--- config.mk ---
export PLATFORM = sky130hd
export DESIGN_NAME = instr_enc
export DESIGN_NICKNAME = d
export VERILOG_FILES = /design/src/rtl/instr_enc_pkg.sv /design/src/rtl/instr_enc_len.sv /design/src/rtl/instr_enc.sv
export SDC_FILE = /design/constraint.sdc
export NUM_CORES = 1
export LEC_CHECK = 0
export BUFFER_PORTS_ARGS = -buffer_cell sky130_fd_sc_hd__buf_2
export CAP_MARGIN = 0
export CORE_MARGIN = 1
export CORE_UTILIZATION = 53
export CTS_BUF_LIST = sky130_fd_sc_hd__clkbuf_8
export CTS_CLUSTER_SIZE = 12
export DETAILED_ROUTE_END_ITERATION = 10
export GPL_ROUTABILITY_DRIVEN = 0
export PLACE_DENSITY = 0.91
export SLEW_MARGIN = 40
export SYNTH_ARGS = -nofsm -noshare
export SYNTH_HDL_FRONTEND = slang
export SYNTH_SLANG_ARGS = --single-unit
--- constraint.sdc ---
create_clock -name clk -period 4.3 [get_ports clk]
set_input_delay 0.86 -clock clk [delete_from_list [all_inputs] [get_ports clk]]
set_output_delay 0.86 -clock clk [all_outputs]
set_load 0.05 [all_outputs]
--- src/rtl/instr_enc_pkg.sv ---
// Shared types and constants for the MSP430 instruction-word encoder.
package instr_enc_pkg;

    typedef enum logic [1:0] {
        FMT_NONE = 2'd0,
        FMT_I    = 2'd1,
        FMT_II   = 2'd2,
        FMT_J    = 2'd3
    } fmt_e;

    typedef enum logic [1:0] {
        ST_IDLE    = 2'd0,
        ST_INSTR   = 2'd1,
        ST_SRC_EXT = 2'd2,
        ST_DST_EXT = 2'd3
    } enc_state_e;

    localparam logic [5:0] FMT_II_PREFIX = 6'b000100;
    localparam logic [2:0] FMT_J_PREFIX  = 3'b001;
    localparam logic [3:0] REG_SR        = 4'd2;
    localparam logic [3:0] REG_CG        = 4'd3;

    // Format 0, or a double-operand opcode that collides with FMT_II/FMT_J space.
    function automatic logic req_invalid(input logic [1:0] fmt, input logic [3:0] op);
        return (fmt == FMT_NONE) || ((fmt == FMT_I) && (op < 4'd4));
    endfunction

endpackage

--- src/rtl/instr_enc_len.sv ---
// Combinational word-count/constant-generator analysis of one request.
// INSTR_ENC_CG_EN: compress matching immediates into constant-generator encodings.
module instr_enc_len
    import instr_enc_pkg::*;
(
    input  logic [1:0]  i_fmt,
    input  logic        i_bw,
    input  logic [3:0]  i_sa,
    input  logic [3:0]  i_da,
    input  logic [1:0]  i_as,
    input  logic        i_ad,
    input  logic [15:0] i_src_ext,
    output logic        o_need_src,
    output logic        o_need_dst,
    output logic        o_cg_sel,
    output logic [3:0]  o_cg_reg,
    output logic [1:0]  o_cg_as
);

    logic        w_two_op;
    logic [3:0]  w_reg;
    logic        w_imm;
`ifdef INSTR_ENC_CG_EN
    logic [15:0] w_val;
    logic        w_hit;
`else
    logic        w_unused;
    assign w_unused = ^{i_bw, i_src_ext};
`endif

    always_comb begin
        w_two_op   = (i_fmt == FMT_I) || (i_fmt == FMT_II);
        w_reg      = (i_fmt == FMT_I) ? i_sa : i_da;
        w_imm      = w_two_op && (i_as == 2'b11) && (w_reg == 4'd0);
        o_cg_sel   = 1'b0;
        o_cg_reg   = w_reg;
        o_cg_as    = i_as;
`ifdef INSTR_ENC_CG_EN
        // Byte immediates are sign-extended so 0xFF lines up with -1.
        w_val = i_bw ? {{8{i_src_ext[7]}}, i_src_ext[7:0]} : i_src_ext;
        w_hit = 1'b1;
        case (w_val)
            16'h0000: begin o_cg_reg = REG_CG; o_cg_as = 2'b00; end
            16'h0001: begin o_cg_reg = REG_CG; o_cg_as = 2'b01; end
            16'h0002: begin o_cg_reg = REG_CG; o_cg_as = 2'b10; end
            16'hFFFF: begin o_cg_reg = REG_CG; o_cg_as = 2'b11; end
            16'h0004: begin o_cg_reg = REG_SR; o_cg_as = 2'b10; end
            16'h0008: begin o_cg_reg = REG_SR; o_cg_as = 2'b11; end
            default:  w_hit = 1'b0;
        endcase
        o_cg_sel = w_imm && w_hit;
        if (!o_cg_sel) begin
            o_cg_reg = w_reg;
            o_cg_as  = i_as;
        end
`endif
        o_need_src = w_two_op && !o_cg_sel &&
                     (((i_as == 2'b01) && (w_reg != REG_CG)) || w_imm);
        o_need_dst = (i_fmt == FMT_I) && i_ad && (i_da != REG_CG);
    end

endmodule

--- src/rtl/instr_enc.sv ---
// Serialises MSP430 instruction fields into instr word, src ext, dst ext on the MDB stream.
// Optional macro INSTR_ENC_CG_EN (see instr_enc_len) enables immediate compression.
module instr_enc
    import instr_enc_pkg::*;
(
    input  logic        clk,
    input  logic        rst,
    input  logic        req_valid,
    output logic        req_ready,
    input  logic [1:0]  req_format,
    input  logic [3:0]  req_op,
    input  logic        req_bw,
    input  logic [3:0]  req_sa,
    input  logic [3:0]  req_da,
    input  logic [1:0]  req_as,
    input  logic        req_ad,
    input  logic [15:0] req_src_ext,
    input  logic [15:0] req_dst_ext,
    input  logic [9:0]  req_jmp_off,
    output logic [15:0] MDB_out,
    output logic        mdb_valid,
    input  logic        mdb_ready,
    output logic [1:0]  word_idx,
    output logic        err
);

    enc_state_e  r_state;
    logic        r_need_src;
    logic        r_need_dst;
    logic [15:0] r_src_ext;
    logic [15:0] r_dst_ext;

    logic        w_need_src;
    logic        w_need_dst;
    logic        w_unused_cg_sel;
    logic [3:0]  w_reg;
    logic [1:0]  w_as;
    logic [15:0] w_instr;
    logic        w_invalid;
    logic        w_hs;
    logic        w_last;
    logic        w_acc;

    instr_enc_len u_len (
        .i_fmt      (req_format),
        .i_bw       (req_bw),
        .i_sa       (req_sa),
        .i_da       (req_da),
        .i_as       (req_as),
        .i_ad       (req_ad),
        .i_src_ext  (req_src_ext),
        .o_need_src (w_need_src),
        .o_need_dst (w_need_dst),
        .o_cg_sel   (w_unused_cg_sel),
        .o_cg_reg   (w_reg),
        .o_cg_as    (w_as)
    );

    // w_reg/w_as already carry any constant-generator substitution.
    always_comb begin
        w_instr = 16'h0000;
        case (req_format)
            FMT_I:   w_instr = {req_op, w_reg, req_ad, req_bw, w_as, req_da};
            FMT_II:  w_instr = {FMT_II_PREFIX, req_op[2:0], req_bw, w_as, w_reg};
            FMT_J:   w_instr = {FMT_J_PREFIX, req_op[2:0], req_jmp_off};
            default: w_instr = 16'h0000;
        endcase
    end

    always_comb begin
        w_last = 1'b0;
        case (r_state)
            ST_INSTR:   w_last = !r_need_src && !r_need_dst;
            ST_SRC_EXT: w_last = !r_need_dst;
            ST_DST_EXT: w_last = 1'b1;
            default:    w_last = 1'b0;
        endcase
    end

    assign w_invalid = req_invalid(req_format, req_op);
    assign w_hs      = mdb_valid && mdb_ready;
    assign req_ready = !rst && ((r_state == ST_IDLE) || (w_hs && w_last));
    assign w_acc     = req_valid && req_ready;

    always_ff @(posedge clk) begin
        if (w_acc) begin
            r_src_ext <= req_src_ext;
            r_dst_ext <= req_dst_ext;
        end
    end

    always_ff @(posedge clk or posedge rst) begin
        if (rst) begin
            r_state    <= ST_IDLE;
            r_need_src <= 1'b0;
            r_need_dst <= 1'b0;
            MDB_out    <= 16'h0000;
            mdb_valid  <= 1'b0;
            word_idx   <= 2'd0;
            err        <= 1'b0;
        end else begin
            err <= 1'b0;
            if (w_acc && w_invalid) begin
                err       <= 1'b1;
                r_state   <= ST_IDLE;
                mdb_valid <= 1'b0;
                word_idx  <= 2'd0;
            end else if (w_acc) begin
                r_state    <= ST_INSTR;
                r_need_src <= w_need_src;
                r_need_dst <= w_need_dst;
                MDB_out    <= w_instr;
                mdb_valid  <= 1'b1;
                word_idx   <= 2'd0;
            end else if (w_hs) begin
                if ((r_state == ST_INSTR) && r_need_src) begin
                    r_state  <= ST_SRC_EXT;
                    MDB_out  <= r_src_ext;
                    word_idx <= 2'd1;
                end else if ((r_state != ST_DST_EXT) && r_need_dst) begin
                    r_state  <= ST_DST_EXT;
                    MDB_out  <= r_dst_ext;
                    word_idx <= 2'd2;
                end else begin
                    r_state   <= ST_IDLE;
                    mdb_valid <= 1'b0;
                    word_idx  <= 2'd0;
                end
            end
        end
    end

endmodule

==> results of run 1 <==
-- area by class of cell --
| class | instances | area share (%) |
|---|---|---|
| Inverter | 6 | 0.690 |
| Sequential cell | 56 | 47.9 |
| Clock buffer | 5 | 2.11 |
| Tap cell | 67 | 2.57 |
| Timing Repair Buffer | 86 | 13.3 |
| Multi-Input combinational cell | 147 | 33.1 |
| Clock inverter | 3 | 0.345 |
-- worst max path at each step --
stage                        startpoint                      end  slack [ps]  cells past startpoint
final                     req_format[1]  MDB_out[10]$_DFFE_PP0P_        1400                      7
after global routing      req_format[1]  MDB_out[11]$_DFFE_PP0P_        1240                      7
after CTS                 req_format[1]  MDB_out[11]$_DFFE_PP0P_        1440                      7
after detailed placement  req_format[1]  MDB_out[11]$_DFFE_PP0P_        1130                      7
after global placement    req_format[1]  MDB_out[11]$_DFFE_PP0P_        1250                      7
after floorplan               mdb_ready                req_ready        1470                      4
-- power by group --
part	switching [mW]	internal, mW	total (mW)
Sequential	0.0935	0.725	0.818
Clock	0.164	0.109	0.273
Combinational	0.618	0.271	0.889
Total	0.875	1.11	1.98
-- layer usage --
layer  vias up  share of wire (%)  global-route usage, %
met5         -                  0                      0
met3        18                7.9                   7.27
met1      1045                 40                   32.4
met2       114                 49                   40.9
met4         0                2.6                   12.4
li1       1009                  -                      -
-- state kept, by name (all words and copies together), names as in the netlist --
signal	count
r_dst_ext	16
MDB_out	16
err	1
r_need_src	1
r_state	2
word_idx	2
r_src_ext	16
r_need_dst	1
mdb_valid	1
-- logic make-up after synthesis --
| group | share of synthesized area (%) |
|---|---|
| mux | 11.6 |
| flops | 57.2 |
| buf+inv | 3.25 |
| compound gates | 15.9 |
| simple gates | 9.44 |
| fa+ha+maj | 2.29 |
| xor+xnor | 0.321 |
-- cells in the final DEF, fill, tap and decap left out, types with 5 or more instances in the layout --
cell type,synthesis,routed
a21oi_1,6,6
a31oi_1,6,6
o21ai_0,13,13
nand2_1,16,16
a222oi_1,7,7
edfxtp_1,32,32
dfrtp_1,24,24
mux2_2,19,19
mux2i_1,8,8
a22oi_1,5,5
inv_1,5,6
nor2_1,16,16
ha_1,5,5
clkbuf_8,0,5
buf_2,2,84
==> results.json, run 1 <==
{
  "hold_ws_ps": 506,
  "ys_ff_latch": 56,
  "hold_class": "reg2reg",
  "worstPathMaxFanout": 20,
  "cts.htree.levels": 2,
  "cap_violations": 0,
  "cts_buffers": 5,
  "cp_data_arrival_time_ps": 3100,
  "slew_viol_final": 0,
  "initial_core_util_pct": 56.3,
  "syn_nets": 290,
  "cts_resized": 0,
  "syn-cell-area_um2": 2730,
  "fin_tns_setup_ps": 0,
  "hold_viol_final": 0,
  "whs_endpoint": "MDB_out[9]$_DFFE_PP0P_",
  "synth.avg_cell_area_um2": 12.4,
  "stdcell_count": 370,
  "yosysUniqueCellTypes": 44,
  "peakVddDrop_mv": 0.371,
  "post_cts_buffers": 0,
  "ys_warn_count": 0,
  "place_inst": 362,
  "drive_gt1_share_pct": 38.9,
  "synth_ff_type": "edfxtp_1",
  "critPathMaxStageDelay_ps": 600,
  "drt_iter0_drc": 245,
  "crit_slowest_cell": "nor2_2",
  "ctsHoldBuffers": 0,
  "yosysTopAreaCellShare_pct": 35.2,
  "finalCritPeriodShare_pct": 67.4,
  "port-buffer-count": 84,
  "multi_input_area_um2": 1080,
  "post-dp-hpwl_um": 4750,
  "core_um2": 4850,
  "status": "complete, no violations",
  "clockRootBuffer": "clkbuf_8",
  "worstSetupStartpointType": "primary input",
  "min_period_ps": 2900,
  "power_density_nw_per_um2": 607,
  "grt_max_degree": 26,
  "critPathRequiredTime_ps": 4500,
  "clockBufferDepth": 2,
  "grt_pass1_vias": 2181,
  "die_h_um": 73.8,
  "diodes": 0,
  "final_cell_area_um2": 3260,
  "slew_headroom_pct": 51.5,
  "fill_cells": 358,
  "fmax_mhz": 345,
  "power_mw": 1.98,
  "crit_chain": "buf_2 > inv_1 > ha_1 > a21oi_1 > a31oi_2 > nor2_2 > mux2_2",
  "synth_most_common_cell": "edfxtp_1",
  "syn_inst": 221,
  "power.leakage_nw": 1.45,
  "async_flop_share_pct": 42.9,
  "whs_path_depth": 1,
  "post-place-ws_ps": 1130,
  "ant_nets": 0,
  "post_drt_wl_per_cell_um": 17.5,
  "end_kind": "flip-flop",
  "yosysTopAreaCell": "edfxtp_1",
  "die_x_um": 73.8,
  "fin_util_pct": 67.3,
  "post-route-drc-count": 0,
  "dpl-instance-area_um2": 3180,
  "grt_first_pass_wirelength_um": 10200,
  "regArea_um2": 1560,
  "skew_ps": 13.1,
  "dr.pass1.iters": 7,
  "synth_edf_count": 32,
  "setup_viol": 0,
  "antenna_found_initial": 0,
  "yosys-top-cells-count": "32 x edfxtp_1, 24 x dfrtp_1, 19 x mux2_2",
  "syn_to_final_growth_pct": 19.5,
  "crit_type": "in2reg",
  "clk_pin_slew_ps": 90,
  "die_area_um2": 5440,
  "rows": 25,
  "rsz0062_at_grt": "no",
  "ff2ff_path_depth": 7,
  "tritoncts": "yes",
  "wl_um": 6480,
  "layout.nets": 371,
  "grt_use_total_pct": 25.7,
  "synth_area_leaders": "edfxtp_1 35%, dfrtp_1 22%, mux2_2 7.8%",
  "via_per_inst": 5.91,
  "hp-start": "MDB_out[9]$_DFFE_PP0P_",
  "setup_slack_ps": 1400,
  "r2r_start": "r_state[0]$_DFFE_PP0P_",
  "path_delay_family": "simple AND/OR/NAND/NOR gates",
  "ys_seq_area_share_pct": 57.2,
  "clock_sinks": 56,
  "r2r_end": "MDB_out[8]$_DFFE_PP0P_",
  "crit_buf_inv": 2,
  "reg2reg_slack_ps": 1690,
  "worst_slew_pin_slew_ps": 727,
  "clkLatencyLatePin_ps": 310,
  "grt-ovfl-total": 0,
  "io_pins": 85,
  "via_count": 2186
}
No activity file was read; power rests on OpenSTA's default activity.
==> inputs of run 2 (changes only) <==
Clock period 4.3 ns to 2.7 ns, I/O delays scaled along.
==> run 2 against run 1 <==
First-iteration DRC count decreased by 31%. Clock skew decreased by 3.2 ps. Critical path depth decreased by 1.
==> results.json, run 2 (synthesis results as in run 1) <==
{
  "cts_buffers": 5,
  "post_drt_wl_per_cell_um": 16.6,
  "p_sw_share_pct": 42.4,
  "worstPathMaxFanout": 17,
  "cap_violations": 0,
  "grt_use_total_pct": 24.3,
  "grt_first_pass_wirelength_um": 9670,
  "status": "complete, no violations",
  "finalCritPeriodShare_pct": 86.9,
  "hold_class": "in2async",
  "initial_core_util_pct": 56.3,
  "clockBufferDepth": 2,
  "via_count": 2151,
  "cts.htree.levels": 2,
  "p_int_mw": 1.87,
  "clkLatencyLatePin_ps": 320,
  "power_frac_clock_pct": 16.4,
  "fill_cells": 345,
  "syn_to_final_growth_pct": 21.8,
  "layout_common_cells": "84 x buf_2, 32 x edfxtp_1, 24 x dfrtp_1",
  "ctsHoldBuffers": 0,
  "power_frac_seq_pct": 39.8,
  "peakVddDrop_mv": 0.600,
  "via_per_inst": 5.77,
  "biggestRegsByFlops": "MDB_out x16, r_dst_ext x16, r_src_ext x16",
  "final_common_cell": "buf_2",
  "min_period_ps": 2350,
  "grt-ovfl-total": 0,
  "layout.nets": 374,
  "drt_iter0_drc": 168,
  "clock_sinks": 56,
  "grt_pass1_vias": 2125,
  "skew_ps": 9.87,
  "post-dp-hpwl_um": 4490,
  "clockRootBuffer": "clkbuf_8",
  "dpl-instance-area_um2": 3220,
  "fmax_mhz": 426,
  "power.leakage_nw": 1.48,
  "cp_data_arrival_time_ps": 2560,
  "end_kind": "flip-flop",
  "tritoncts": "yes",
  "die_h_um": 73.8,
  "diodes": 0,
  "fin_tns_setup_ps": 0,
  "slew_headroom_pct": 53.3,
  "clk_pin_slew_ps": 100,
  "post-route-drc-count": 0,
  "p_switching_mw": 1.38,
  "power_mw": 3.25,
  "wl_um": 6210,
  "multi_input_area_um2": 1080,
  "ant_nets": 0,
  "rows": 25,
  "die_x_um": 73.8,
  "die_area_um2": 5440,
  "rsz0062_at_grt": "no",
  "combPwrFrac_pct": 43.8,
  "slew_viol_final": 0,
  "regArea_um2": 1560,
  "antenna_found_initial": 0,
  "worst_slew_pin_slew_ps": 701,
  "crit_type": "reg2reg",
  "grt_max_degree": 25,
  "worstSetupStartpointType": "flip-flop",
  "power_density_nw_per_um2": 979,
  "post_cts_buffers": 0,
  "final_cell_area_um2": 3320,
  "core_um2": 4850,
  "critPathRequiredTime_ps": 2910,
  "cts_resized": 0,
  "hold_viol_final": 0,
  "port-buffer-count": 84,
  "dr.pass1.iters": 6,
  "setup_viol": 0,
  "drive_gt1_share_pct": 39.9,
  "io_pins": 85
}
-- run 2: cell types whose count changed in the layout (fill, tap and decap cells not counted) --
| cell | before | now |
|---|---|---|
| buf_12 | 0 | 1 |
| buf_4 | 2 | 4 |
| bufinv_16 | 0 | 1 |
| inv_1 | 6 | 4 |
| clkinv_1 | 1 | 2 |
-- run 2: final cells by class --
class | instances | area share [%]
flip-flops and latches | 56 | 47.0
inverters | 6 | 0.677
clock inverters | 3 | 1.13
repair buffers | 89 | 14.2
well taps | 67 | 2.52
multi-input cells | 147 | 32.5
clock buffers | 5 | 2.07
-- run 2: worst max-delay path: stages, from the launching register on --
cell and delay [ps]:
dfrtp_1 490, or2_4 310, a221oi_4 360, nand2_2 220, inv_2 350, nand2_1 190
mux2_2 310
-- run 2: per-stage QoR --
stage               std cells  utilization [%]  setup slack, ps  hold WS [ps]
floorplan                 221                -              230           539
global placement          365             66.4              436           467
detailed placement        365             66.4              341           473
CTS                       373             68.6              361           304
global route              373             68.6              248           335
finish                    373             68.6              354           282
-- run 2: layer usage --
metal / wire [um] / share of wire, % / GRT usage, %
met1: 2500 / 40 / 29.1
met2: 3150 / 51 / 42.5
met3: 436 / 7.0 / 6.31
met4: 119 / 1.9 / 8.33
met5: 0 / 0 / 0
-- run 2: power by group through the flow --
stage          clock, mW  combinational, mW  sequential, mW
3_3_place_gp           0               1.38            1.30
5_1_grt            0.562               1.51            1.32
4_1_cts            0.537               1.43            1.29
6_report           0.533               1.43            1.29
2_1_floorplan          0              0.656            1.72
3_5_place_dp           0               1.42            1.31
-- run 2: path summary, 6_finish.rpt --
path	start	end	slack [ps]	depth (start not counted)
min reg2reg	MDB_out[9]$_DFFE_PP0P_	MDB_out[9]$_DFFE_PP0P_	490	1
min	rst	r_state[1]$_DFFE_PP0P_	280	2
min in group clk	req_src_ext[9]	r_src_ext[9]$_DFFE_PN_	390	1
max	r_state[1]$_DFFE_PP0P_	r_need_dst$_DFFE_PP0P_	350	6
max in group asynchronous	rst	MDB_out[10]$_DFFE_PP0P_	2050	2
max reg2reg	r_state[1]$_DFFE_PP0P_	r_need_dst$_DFFE_PP0P_	350	6
